$ cat config.mk
export PLATFORM = sky130hd
export DESIGN_NAME = mopshub_test_sequencer
export DESIGN_NICKNAME = d
export VERILOG_FILES = /design/src/rtl/mopshub_test_sequencer.sv
export SDC_FILE = /design/constraint.sdc
export NUM_CORES = 1
export LEC_CHECK = 0
export CORE_ASPECT_RATIO = 2
export CORE_UTILIZATION = 55
export CTS_CLUSTER_SIZE = 25
export DETAILED_ROUTE_END_ITERATION = 6
export HOLD_SLACK_MARGIN = 0.1
export PLACE_DENSITY_LB_ADDON = 0.2
export SLEW_MARGIN = 15
export SYNTH_ARGS = -nofsm -noshare
export SYNTH_HDL_FRONTEND = slang
export SYNTH_SLANG_ARGS = --single-unit
$ cat constraint.sdc
create_clock -name clk_40_m -period 5.9 [get_ports clk_40_m]
set_clock_uncertainty 0.1 [all_clocks]
set_input_delay 1.18 -clock clk_40_m [delete_from_list [all_inputs] [get_ports clk_40_m]]
set_output_delay 1.18 -clock clk_40_m [all_outputs]
set_load 0.1 [all_outputs]
$ cat src/rtl/mopshub_test_sequencer.sv
// Per-bus test-phase scheduler: trim, RX, end-wait pulse + settling gap, TX, custom message.
// Define TB_SEQ_TIMEOUT_EN to enable the per-phase watchdog (timeout_err / err_info).
module mopshub_test_sequencer #(
    parameter logic [4:0]  N_BUSES        = 5'd2,
    parameter logic [15:0] GAP_CYCLES     = 16'd120,
    parameter logic [3:0]  ENDWAIT_CYCLES = 4'd1,
    parameter logic [23:0] TIMEOUT_CYCLES = 24'd400000
) (
    input  logic       clk_40_m,
    input  logic       rst,
    input  logic       start,
    input  logic [3:0] phase_mask,
    input  logic       trim_done,
    input  logic       rx_end,
    input  logic       tx_end,
    input  logic       msg_end,
    output logic       osc_auto_trim,
    output logic       test_rx,
    output logic       test_tx,
    output logic       test_advanced,
    output logic       endwait_all,
    output logic [4:0] bus_cnt,
    output logic       busy,
    output logic       done,
    output logic       timeout_err,
    output logic [7:0] err_info,
    output logic [3:0] dbg_state_o
);

    typedef enum logic [3:0] {
        S_IDLE    = 4'd0,
        S_TRIM    = 4'd1,
        S_RX      = 4'd2,
        S_ENDWAIT = 4'd3,
        S_GAP     = 4'd4,
        S_TX      = 4'd5,
        S_ADV     = 4'd6,
        S_NEXT    = 4'd7,
        S_FIN     = 4'd8
    } state_e;

`ifdef TB_SEQ_TIMEOUT_EN
    localparam bit WD_EN = 1'b1;
`else
    localparam bit WD_EN = 1'b0;
`endif

    state_e      state_q, state_d;
    logic [3:0]  mask_q, mask_d;
    logic [4:0]  bus_q, bus_d;
    logic [23:0] cnt_q, cnt_d;
    logic [24:0] cnt_p1;
    logic        timeout_q;
    logic [7:0]  err_q;
    logic        is_req, own_done, wd_hit, phase_exit;
    logic [2:0]  phase_code;

    // First enabled phase at or after position 'from' (0=trim, 1=rx, 2=tx, 3=adv).
    function automatic state_e pick(input logic [3:0] m, input logic [1:0] from);
        state_e s;
        s = S_NEXT;
        if (m[3]) s = S_ADV;
        if (m[2] && from <= 2'd2) s = S_TX;
        if (m[1] && from <= 2'd1) s = S_RX;
        if (m[0] && from == 2'd0) s = S_TRIM;
        return s;
    endfunction

    assign cnt_p1 = {1'b0, cnt_q} + 25'd1;

    always_comb begin
        is_req     = 1'b0;
        own_done   = 1'b0;
        phase_code = 3'd0;
        case (state_q)
            S_TRIM: begin is_req = 1'b1; own_done = trim_done; phase_code = 3'd1; end
            S_RX:   begin is_req = 1'b1; own_done = rx_end;    phase_code = 3'd2; end
            S_TX:   begin is_req = 1'b1; own_done = tx_end;    phase_code = 3'd3; end
            S_ADV:  begin is_req = 1'b1; own_done = msg_end;   phase_code = 3'd4; end
            default: ;
        endcase
        wd_hit     = WD_EN && is_req && !own_done && (cnt_p1 >= {1'b0, TIMEOUT_CYCLES});
        phase_exit = own_done || wd_hit;
    end

    always_comb begin
        state_d = state_q;
        mask_d  = mask_q;
        bus_d   = bus_q;
        case (state_q)
            S_IDLE: begin
                if (start) begin
                    mask_d  = phase_mask;
                    bus_d   = 5'd0;
                    state_d = pick(phase_mask, 2'd0);
                end
            end
            S_TRIM:    if (phase_exit) state_d = pick(mask_q, 2'd1);
            S_RX:      if (phase_exit) state_d = S_ENDWAIT;
            S_ENDWAIT: begin
                if (cnt_p1 >= {21'd0, ENDWAIT_CYCLES})
                    state_d = (GAP_CYCLES == 16'd0) ? pick(mask_q, 2'd2) : S_GAP;
            end
            S_GAP:     if (cnt_p1 >= {9'd0, GAP_CYCLES}) state_d = pick(mask_q, 2'd2);
            S_TX:      if (phase_exit) state_d = pick(mask_q, 2'd3);
            S_ADV:     if (phase_exit) state_d = S_NEXT;
            S_NEXT: begin
                // An empty mask also passes through here so done lands one cycle later.
                if (mask_q == 4'd0 || bus_q >= N_BUSES - 5'd1) begin
                    state_d = S_FIN;
                end else begin
                    bus_d   = bus_q + 5'd1;
                    state_d = pick(mask_q, 2'd0);
                end
            end
            S_FIN:     state_d = S_IDLE;
            default:   state_d = S_IDLE;
        endcase
        if (state_d != state_q) cnt_d = 24'd0;
        else if (&cnt_q)        cnt_d = cnt_q;
        else                    cnt_d = cnt_q + 24'd1;
    end

    always_ff @(posedge clk_40_m) begin
        if (!rst) begin
            state_q       <= S_IDLE;
            mask_q        <= 4'd0;
            bus_q         <= 5'd0;
            cnt_q         <= 24'd0;
            timeout_q     <= 1'b0;
            err_q         <= 8'd0;
            osc_auto_trim <= 1'b0;
            test_rx       <= 1'b0;
            test_tx       <= 1'b0;
            test_advanced <= 1'b0;
            endwait_all   <= 1'b0;
            busy          <= 1'b0;
            done          <= 1'b0;
        end else begin
            state_q       <= state_d;
            mask_q        <= mask_d;
            bus_q         <= bus_d;
            cnt_q         <= cnt_d;
            osc_auto_trim <= (state_d == S_TRIM);
            test_rx       <= (state_d == S_RX);
            test_tx       <= (state_d == S_TX);
            test_advanced <= (state_d == S_ADV);
            endwait_all   <= (state_d == S_ENDWAIT);
            busy          <= (state_d != S_IDLE);
            done          <= (state_d == S_FIN);
            if (wd_hit) begin
                timeout_q <= 1'b1;
                if (!timeout_q) err_q <= {bus_q, phase_code};
            end
        end
    end

    assign bus_cnt     = bus_q;
    assign timeout_err = timeout_q;
    assign err_info    = err_q;
    assign dbg_state_o = state_q;

endmodule
==> run summary, run 1 <==
First-pass DRT Iterations: 4
Worst path required time: 5.95 ns
Total routed wirelength: 6.14 mm
Post-synthesis cell count: 319
# rows: 36
EDFF count, synth: 0
Die outline width: 53.1 um
Met1 track demand over resource in global routing: 21.1%
Core Region: 4950 um2
Buffers on Ports: 26
P per Cell Area: 383 nW/um2
Synth async-reset ratio: 0%
Simple-gate share of the synthesized area: 32.4%
Maximum cell stage delay along the critical path: 0.74 ns
Post-synth top cells: sky130_fd_sc_hd__dfxtp_1, sky130_fd_sc_hd__nor2_1, sky130_fd_sc_hd__nand3_1
Sum of negative setup slack: 0 ns
Dpl ws: 1.91 ns
First DRT Iteration DRCs: 34
YS warnings: 0
Maximum capacitance violations: 0
Main synth FF type: sky130_fd_sc_hd__dfxtp_1
Beginning of the worst hold path: bus_cnt[4]
Actual slew at the worst max-slew pin: 1.10 ns
Unrepaired setup endpoints after global routing: false
Detail-routed via count per cell: 6.01
GR Overflow Total: 0
Setup Viol. Count Final: 0
Capturing element type of the critical path: register
TritonCTS sink count: 44
Highest clock frequency the design can meet: 0.261 GHz
Most used routing layer: met2
Number of pins with negative max-slew slack in the final report: 0
Effective utilization at floorplan: 58.0%
Total via count after detailed routing: 2357
Worst-path clk slew: 0.08 ns
Critical-path cell with the highest stage delay: sky130_fd_sc_hd__o21ai_4
Die area: 5530 um2
Main combinational cell family by area after synthesis: simple AND/OR/NAND/NOR gates
Crit Reg-Reg Startpoint: cnt_q[0]
Count of buffering cells on the critical path with inverters included: 0
Sequential share of the synthesized area: 30.7%
Library cells used by synthesis: 69
Post-route antenna net violation count: 0
Top area cells in the synthesized netlist: sky130_fd_sc_hd__dfxtp_1, sky130_fd_sc_hd__a211oi_2, sky130_fd_sc_hd__nor2_1, sky130_fd_sc_hd__xnor2_1, sky130_fd_sc_hd__xor2_1
Resized cells post-CTS: 0
Path type of the worst setup path: register to register
Cell with the most instances after synthesis: sky130_fd_sc_hd__dfxtp_1
Vias in the first global route: 2217
Hold bufs inserted after CTS: 0
Vertical extent of the die: 104 um
Launching element type of the critical path: register
Minimum clock period after layout: 3.84 ns
#FFs+latches synth: 44
Root Buffer: sky130_fd_sc_hd__clkbuf_8
Adder-Cell Fraction of Synth Area: 1.74%
Max H-tree Level: 2
# IOs: 36
Share of layout cells above drive strength 1: 16.7%
Status: finished clean
Beginning of the critical path: cnt_q[0]
Library cell occupying the most area in the post-synthesis netlist: sky130_fd_sc_hd__dfxtp_1
Worst supply voltage drop on vdd: 0.343 mV
Initial antenna violation count: 0
Placed cell area: 3050 um2
Xor and xnor fraction of the mapped netlist area: 7.02%
Signed area change from the synthesized netlist to the final layout: 10.1%
Insertion delay to the later sink of the worst-skew pair: 0.30 ns
Final critical-path setup slack: 2.06 ns
Total Routing Usage GR: 24.0%
Standby leakage power: 0.00107 uW
Summed instance area of the synthesized netlist: 2870 um2
Sequence of cells on the critical path: ha_1 > and3_1 > nand4_4 > o31a_1 > or4b_4 > nor4_4 > a21oi_2 > and3_4 > o21ai_4 > a211oi_2
Post-route cell area: 3160 um2
Fraction of synthesized cell area taken by the top area cell type: 30.7%
CTS tree: built
Post-synthesis compound-gate area fraction: 18.7%
Inserted Clock Buffers: 5
HPWL after detailed placement: 4.67 mm
Average routed wire per standard cell: 15.7 um
Synthesized area per cell: 9.00 um2
Post-CTS Setup Repair Bufs: 0
CP delay by family, top: simple AND/OR/NAND/NOR gates
Type of the most critical hold path: register to register
Maximum clock path buffer count: 2
Worst endpoint data arrival time: 3.88 ns
Grt met2 use: 46.0%
Highest fanout seen on the critical path: 24
Final Hold Fails: 0
Number of diodes added for antenna fixing: 0
Slew HR: 26.5%
GR Layer Usage met3: 3.80%
Largest net degree at the start of global routing: 25
First-pass GRT wire length: 9.96 mm
DRC violation count after routing: 0
Multiplexer area fraction after synthesis: 1.74%
Post-route fraction of the period consumed by the critical path: 65.0%
Net total in the final layout: 349
Final RePlAce weighted congestion: 0.891
## flip-flops by register name, summed over array words and instances, names as in the netlist
signal	cells
test_tx	1
done	1
endwait_all	1
dbg_state_o	4
test_rx	1
bus_cnt	5
osc_auto_trim	1
cnt_q	24
test_advanced	1
busy	1
mask_q	4
## stage by stage
step / hold WS [ns] / total power (uW) / instances / util, %
floorplan: 0.395 / 903 / 327 / -
finish: 0.428 / 1210 / 392 / 63.8
CTS: 0.438 / 1220 / 392 / 63.8
detailed placement: 0.415 / 982 / 384 / 61.5
global placement: 0.400 / 979 / 384 / 61.5
global route: 0.443 / 1270 / 392 / 63.8
## final timing paths
check | end | slack (ns) | cells past startpoint
setup / recovery | cnt_q[19] | 2.06 | 10
hold / removal | bus_cnt[4] | 0.43 | 2
setup reg to reg | cnt_q[19] | 2.06 | 10
hold reg to reg | bus_cnt[4] | 0.43 | 2
## cells in the final DEF, fill, tap and decap left out, drive strengths merged, types with 2 or more instances in the layout
master,Yosys,routed
nor3b,2,2
or2,3,3
clkdlybuf4s50,0,26
clkbuf,4,5
and2,3,3
o31a,2,2
and3,7,7
nand4,8,8
nand3,20,20
nand2,18,18
or4,3,3
a211oi,18,18
a41oi,2,2
nand2b,6,6
nor2,31,31
inv,7,7
nor3,18,18
nor4,7,7
clkinv,1,3
a31oi,3,3
xnor2,12,12
conb,1,9
a21oi,11,11
o21ai,7,7
dfxtp,44,44
xor2,11,11
a311oi,2,2
nor2b,9,9
and4,7,7
mux2i,5,5
ha,4,4
or3,4,4
## where the power goes
group	internal (uW)	total [uW]	leakage, uW	switching (uW)
combinational	155	602	0.000658	446
sequential	330	373	0.000356	43.0
clock	128	238	0.0000583	111
## metal layers
layer | wire length (um) | up-vias | share of wire [%]
met5 | 0 | - | 0
met4 | 252 | 0 | 4.1
met3 | 137 | 21 | 2.2
met2 | 3510 | 52 | 57
met1 | 2240 | 1111 | 36
li1 | - | 1173 | -
## layout make-up
class / count / area [um2]
Multi-Input combinational cell: 249 / 1800
Fill cell: 450 / 1790
Sequential cell: 44 / 881
Timing Repair Buffer: 26 / 260
Tap cell: 57 / 71.3
Clock buffer: 5 / 68.8
Clock inverter: 3 / 47.5
Inverter: 8 / 30.0
## kinds of logic after synthesis
family	count (synthesis)
and+or+nand+nor	151
AOI/OAI and AO/OA	57
DFF	44
buffers and inverters	34
xor gates and xnor gates	23
muxes	5
adders and majority gates	4
other	1
## tightest hold or removal path: stages (launching register included)
cell and delay, ns:
sky130_fd_sc_hd__dfxtp_1 0.37, sky130_fd_sc_hd__a41oi_1 0.05, sky130_fd_sc_hd__nor2_1 0.07
No activity file was read; power rests on OpenSTA's default activity.
==> inputs of run 2 (changes only) <==
CORE_UTILIZATION = 50   (was 55)
clock period = 3.45 ns   (was 5.9 ns; I/O delays follow)
==> run 2 against run 1 <==
Final cell count is 8.7% higher. Flip-flop and latch count stayed put. Hold slack better by 0.033 ns. Worst setup slack worse by 1.8 ns. Critical endpoint is now cnt_q[14]. Highest routed layer unchanged.
==> run summary, run 2 (synthesized netlist as in run 1, its figures left out) <==
Worst-path clk slew: 0.09 ns (about the same)
Post-route fraction of the period consumed by the critical path: 92.6% (+28 points)
Capturing element type of the critical path: register
Root Buffer: sky130_fd_sc_hd__clkbuf_8
Final-layout fill cell count: 497 (+10%)
Maximum clock path buffer count: 2 (unchanged)
CTS tree: built
Setup Viol. Count Final: 0 (unchanged)
Final core area utilization: 62.0% (-1.8 points)
Hold Slack: 0.460 ns (+0.0327 ns)
Flip-flop count of the largest register, all copies and words added: 24 (unchanged)
DRC violation count after routing: 0 (unchanged)
Share of total power in sequential cells: 28.6% (-2.1 points)
Total via count after detailed routing: 2448 (+3.9%)
Sum of negative setup slack: 0 ns (unchanged)
Share of layout cells above drive strength 1: 27.6% (+11 points)
Detail-routed via count per cell: 5.75 (-4.4%)
TritonCTS sink count: 44 (unchanged)
Commonest cells after routing, fill and taps aside: sky130_fd_sc_hd__dfxtp_1, sky130_fd_sc_hd__buf_4, sky130_fd_sc_hd__nor2_1, sky130_fd_sc_hd__nand3_1
First-pass DRT Iterations: 6 (+2)
GR Overflow Total: 0 (unchanged)
Total routed wirelength: 6.88 mm (+12%)
Status: finished clean
Average routed wire per standard cell: 16.2 um (+3.2%)
Total Routing Usage GR: 23.5% (-0.50 points)
Vias in the first global route: 2420 (+9.2%)
Insertion delay to the later sink of the worst-skew pair: 0.30 ns (about the same)
Post-CTS Setup Repair Bufs: 0 (unchanged)
Worst supply voltage drop on vdd: 0.539 mV (+57%)
First-pass GRT wire length: 11.2 mm (+12%)
Signed area change from the synthesized netlist to the final layout: 18.1%
Commonest non-fill, non-tap cell in the layout: sky130_fd_sc_hd__dfxtp_1
Dpl ws: 0.145 ns (-1.77 ns)
First DRT Iteration DRCs: 150 (+340%)
Switching portion of total power: 49.6% (+0.068 points)
Largest net degree at the start of global routing: 25 (unchanged)
# IOs: 36 (unchanged)
Final Hold Fails: 0 (unchanged)
Effective utilization at floorplan: 52.5% (-5.4 points)
# rows: 38 (+5.6%)
Path type of the worst setup path: register to register
P per Cell Area: 650 nW/um2 (+70%)
Maximum capacitance violations: 0 (unchanged)
Net switching power: 1090 uW (+82%)
Actual slew at the worst max-slew pin: 1.07 ns (-0.0293 ns)
HPWL after detailed placement: 5.20 mm (+11%)
Core Region: 5470 um2 (+10%)
Highest clock frequency the design can meet: 0.313 GHz (+20%)
Internal: 1110 uW (+82%)
Type of the most critical hold path: register to register
Number of pins with negative max-slew slack in the final report: 0 (unchanged)
Resized cells post-CTS: 0 (unchanged)
Vertical extent of the die: 109 um (+4.8%)
Minimum clock period after layout: 3.20 ns (-0.642 ns)
Final critical-path setup slack: 0.255 ns (-1.81 ns)
Layout Cells excl Fill: 426 (+8.7%)
Proportion of power drawn by the clock network: 18.8% (-0.8 points)
Worst endpoint data arrival time: 3.32 ns (-0.56 ns)
Number of diodes added for antenna fixing: 0 (unchanged)
Share of total power in combinational logic: 52.6% (+3.0 points)
Die outline width: 55.6 um (+4.7%)
Launching element type of the critical path: register
Register with the most flip-flops: cnt_q
Max H-tree Level: 2 (unchanged)
Standby leakage power: 0.00126 uW (+17%)
Worst path required time: 3.57 ns (-2.38 ns)
Highest fanout seen on the critical path: 24 (unchanged)
Post-route antenna net violation count: 0 (unchanged)
Final RePlAce weighted congestion: 0.869 (-2.4%)
Buffers on Ports: 26 (unchanged)
Net total in the final layout: 380 (+8.9%)
Hold bufs inserted after CTS: 0 (unchanged)
Initial antenna violation count: 0 (unchanged)
Inserted Clock Buffers: 5 (unchanged)
Unrepaired setup endpoints after global routing: false
Instance count after placement with tap cells included: 417 (+8.6%)
Slew HR: 28.5% (+2.0 points)
Die area: 6070 um2 (+9.7%)
## run 2: cell count changes in the layout (fill, tap and decap cells not counted), sizes merged
cell           previous run  this run
buf                       0        43
clkdlybuf4s50            26        13
clkinv                    3         1
a21oi                    11        12
clkinvlp                  0         1
inv                       7         8
## run 2: metal layers
metal	up-vias	global-route usage, %	share of wire (%)
li1	1234	-	-
met1	1147	21.1	35
met2	49	48.9	59
met3	18	2.85	2.1
met4	0	12.3	3.4
met5	-	0	0
## run 2: worst max-delay path: stages, from the launching register on
cell and delay, ns:
sky130_fd_sc_hd__dfxtp_1 0.34, sky130_fd_sc_hd__ha_1 0.23, sky130_fd_sc_hd__and3_1 0.24, sky130_fd_sc_hd__buf_4 0.16, sky130_fd_sc_hd__or3_1 0.30, sky130_fd_sc_hd__a21oi_1 0.15, sky130_fd_sc_hd__o221ai_1 0.20, sky130_fd_sc_hd__nor3b_4 0.24
sky130_fd_sc_hd__buf_4 0.16, sky130_fd_sc_hd__a31oi_1 0.16, sky130_fd_sc_hd__a2111oi_4 0.33, sky130_fd_sc_hd__o21ai_4 0.11, sky130_fd_sc_hd__buf_12 0.19, sky130_fd_sc_hd__a211oi_2 0.20
## run 2: metrics by stage
stage / area [um2] / power [uW]
6_report: 3390 / 2200
3_3_place_gp: 3250 / 1750
4_1_cts: 3370 / 2170
5_1_grt: 3390 / 2310
2_1_floorplan: 2900 / 1540
3_5_place_dp: 3250 / 1750
## run 2: power groups by stage
| stage | clock, uW | sequential, uW | combinational [uW] |
|---|---|---|---|
| finish | 415 | 629 | 1160 |
| global route | 440 | 639 | 1230 |
| CTS | 424 | 624 | 1120 |
| detailed placement | 0 | 636 | 1120 |
| global placement | 0 | 636 | 1110 |
| floorplan | 0 | 907 | 637 |
## run 2: worst paths after layout
path	start	endpoint	slack, ns	cells after the start
hold reg to reg	bus_cnt[2]	bus_cnt[2]	0.46	2
setup reg to reg	cnt_q[1]	cnt_q[14]	0.25	13
setup / recovery	cnt_q[1]	cnt_q[14]	0.25	13
hold / removal	bus_cnt[2]	bus_cnt[2]	0.46	2
## run 2: final cells by class
cell class | count | area [um2] | area share, %
multi-input cells | 250 | 1820 | 53.8
flip-flops and latches | 44 | 881 | 26.0
well taps | 60 | 75.1 | 2.21
repair buffers | 56 | 465 | 13.7
clock inverters | 3 | 46.3 | 1.37
clock buffers | 5 | 68.8 | 2.03
inverters | 8 | 30.0 | 0.886
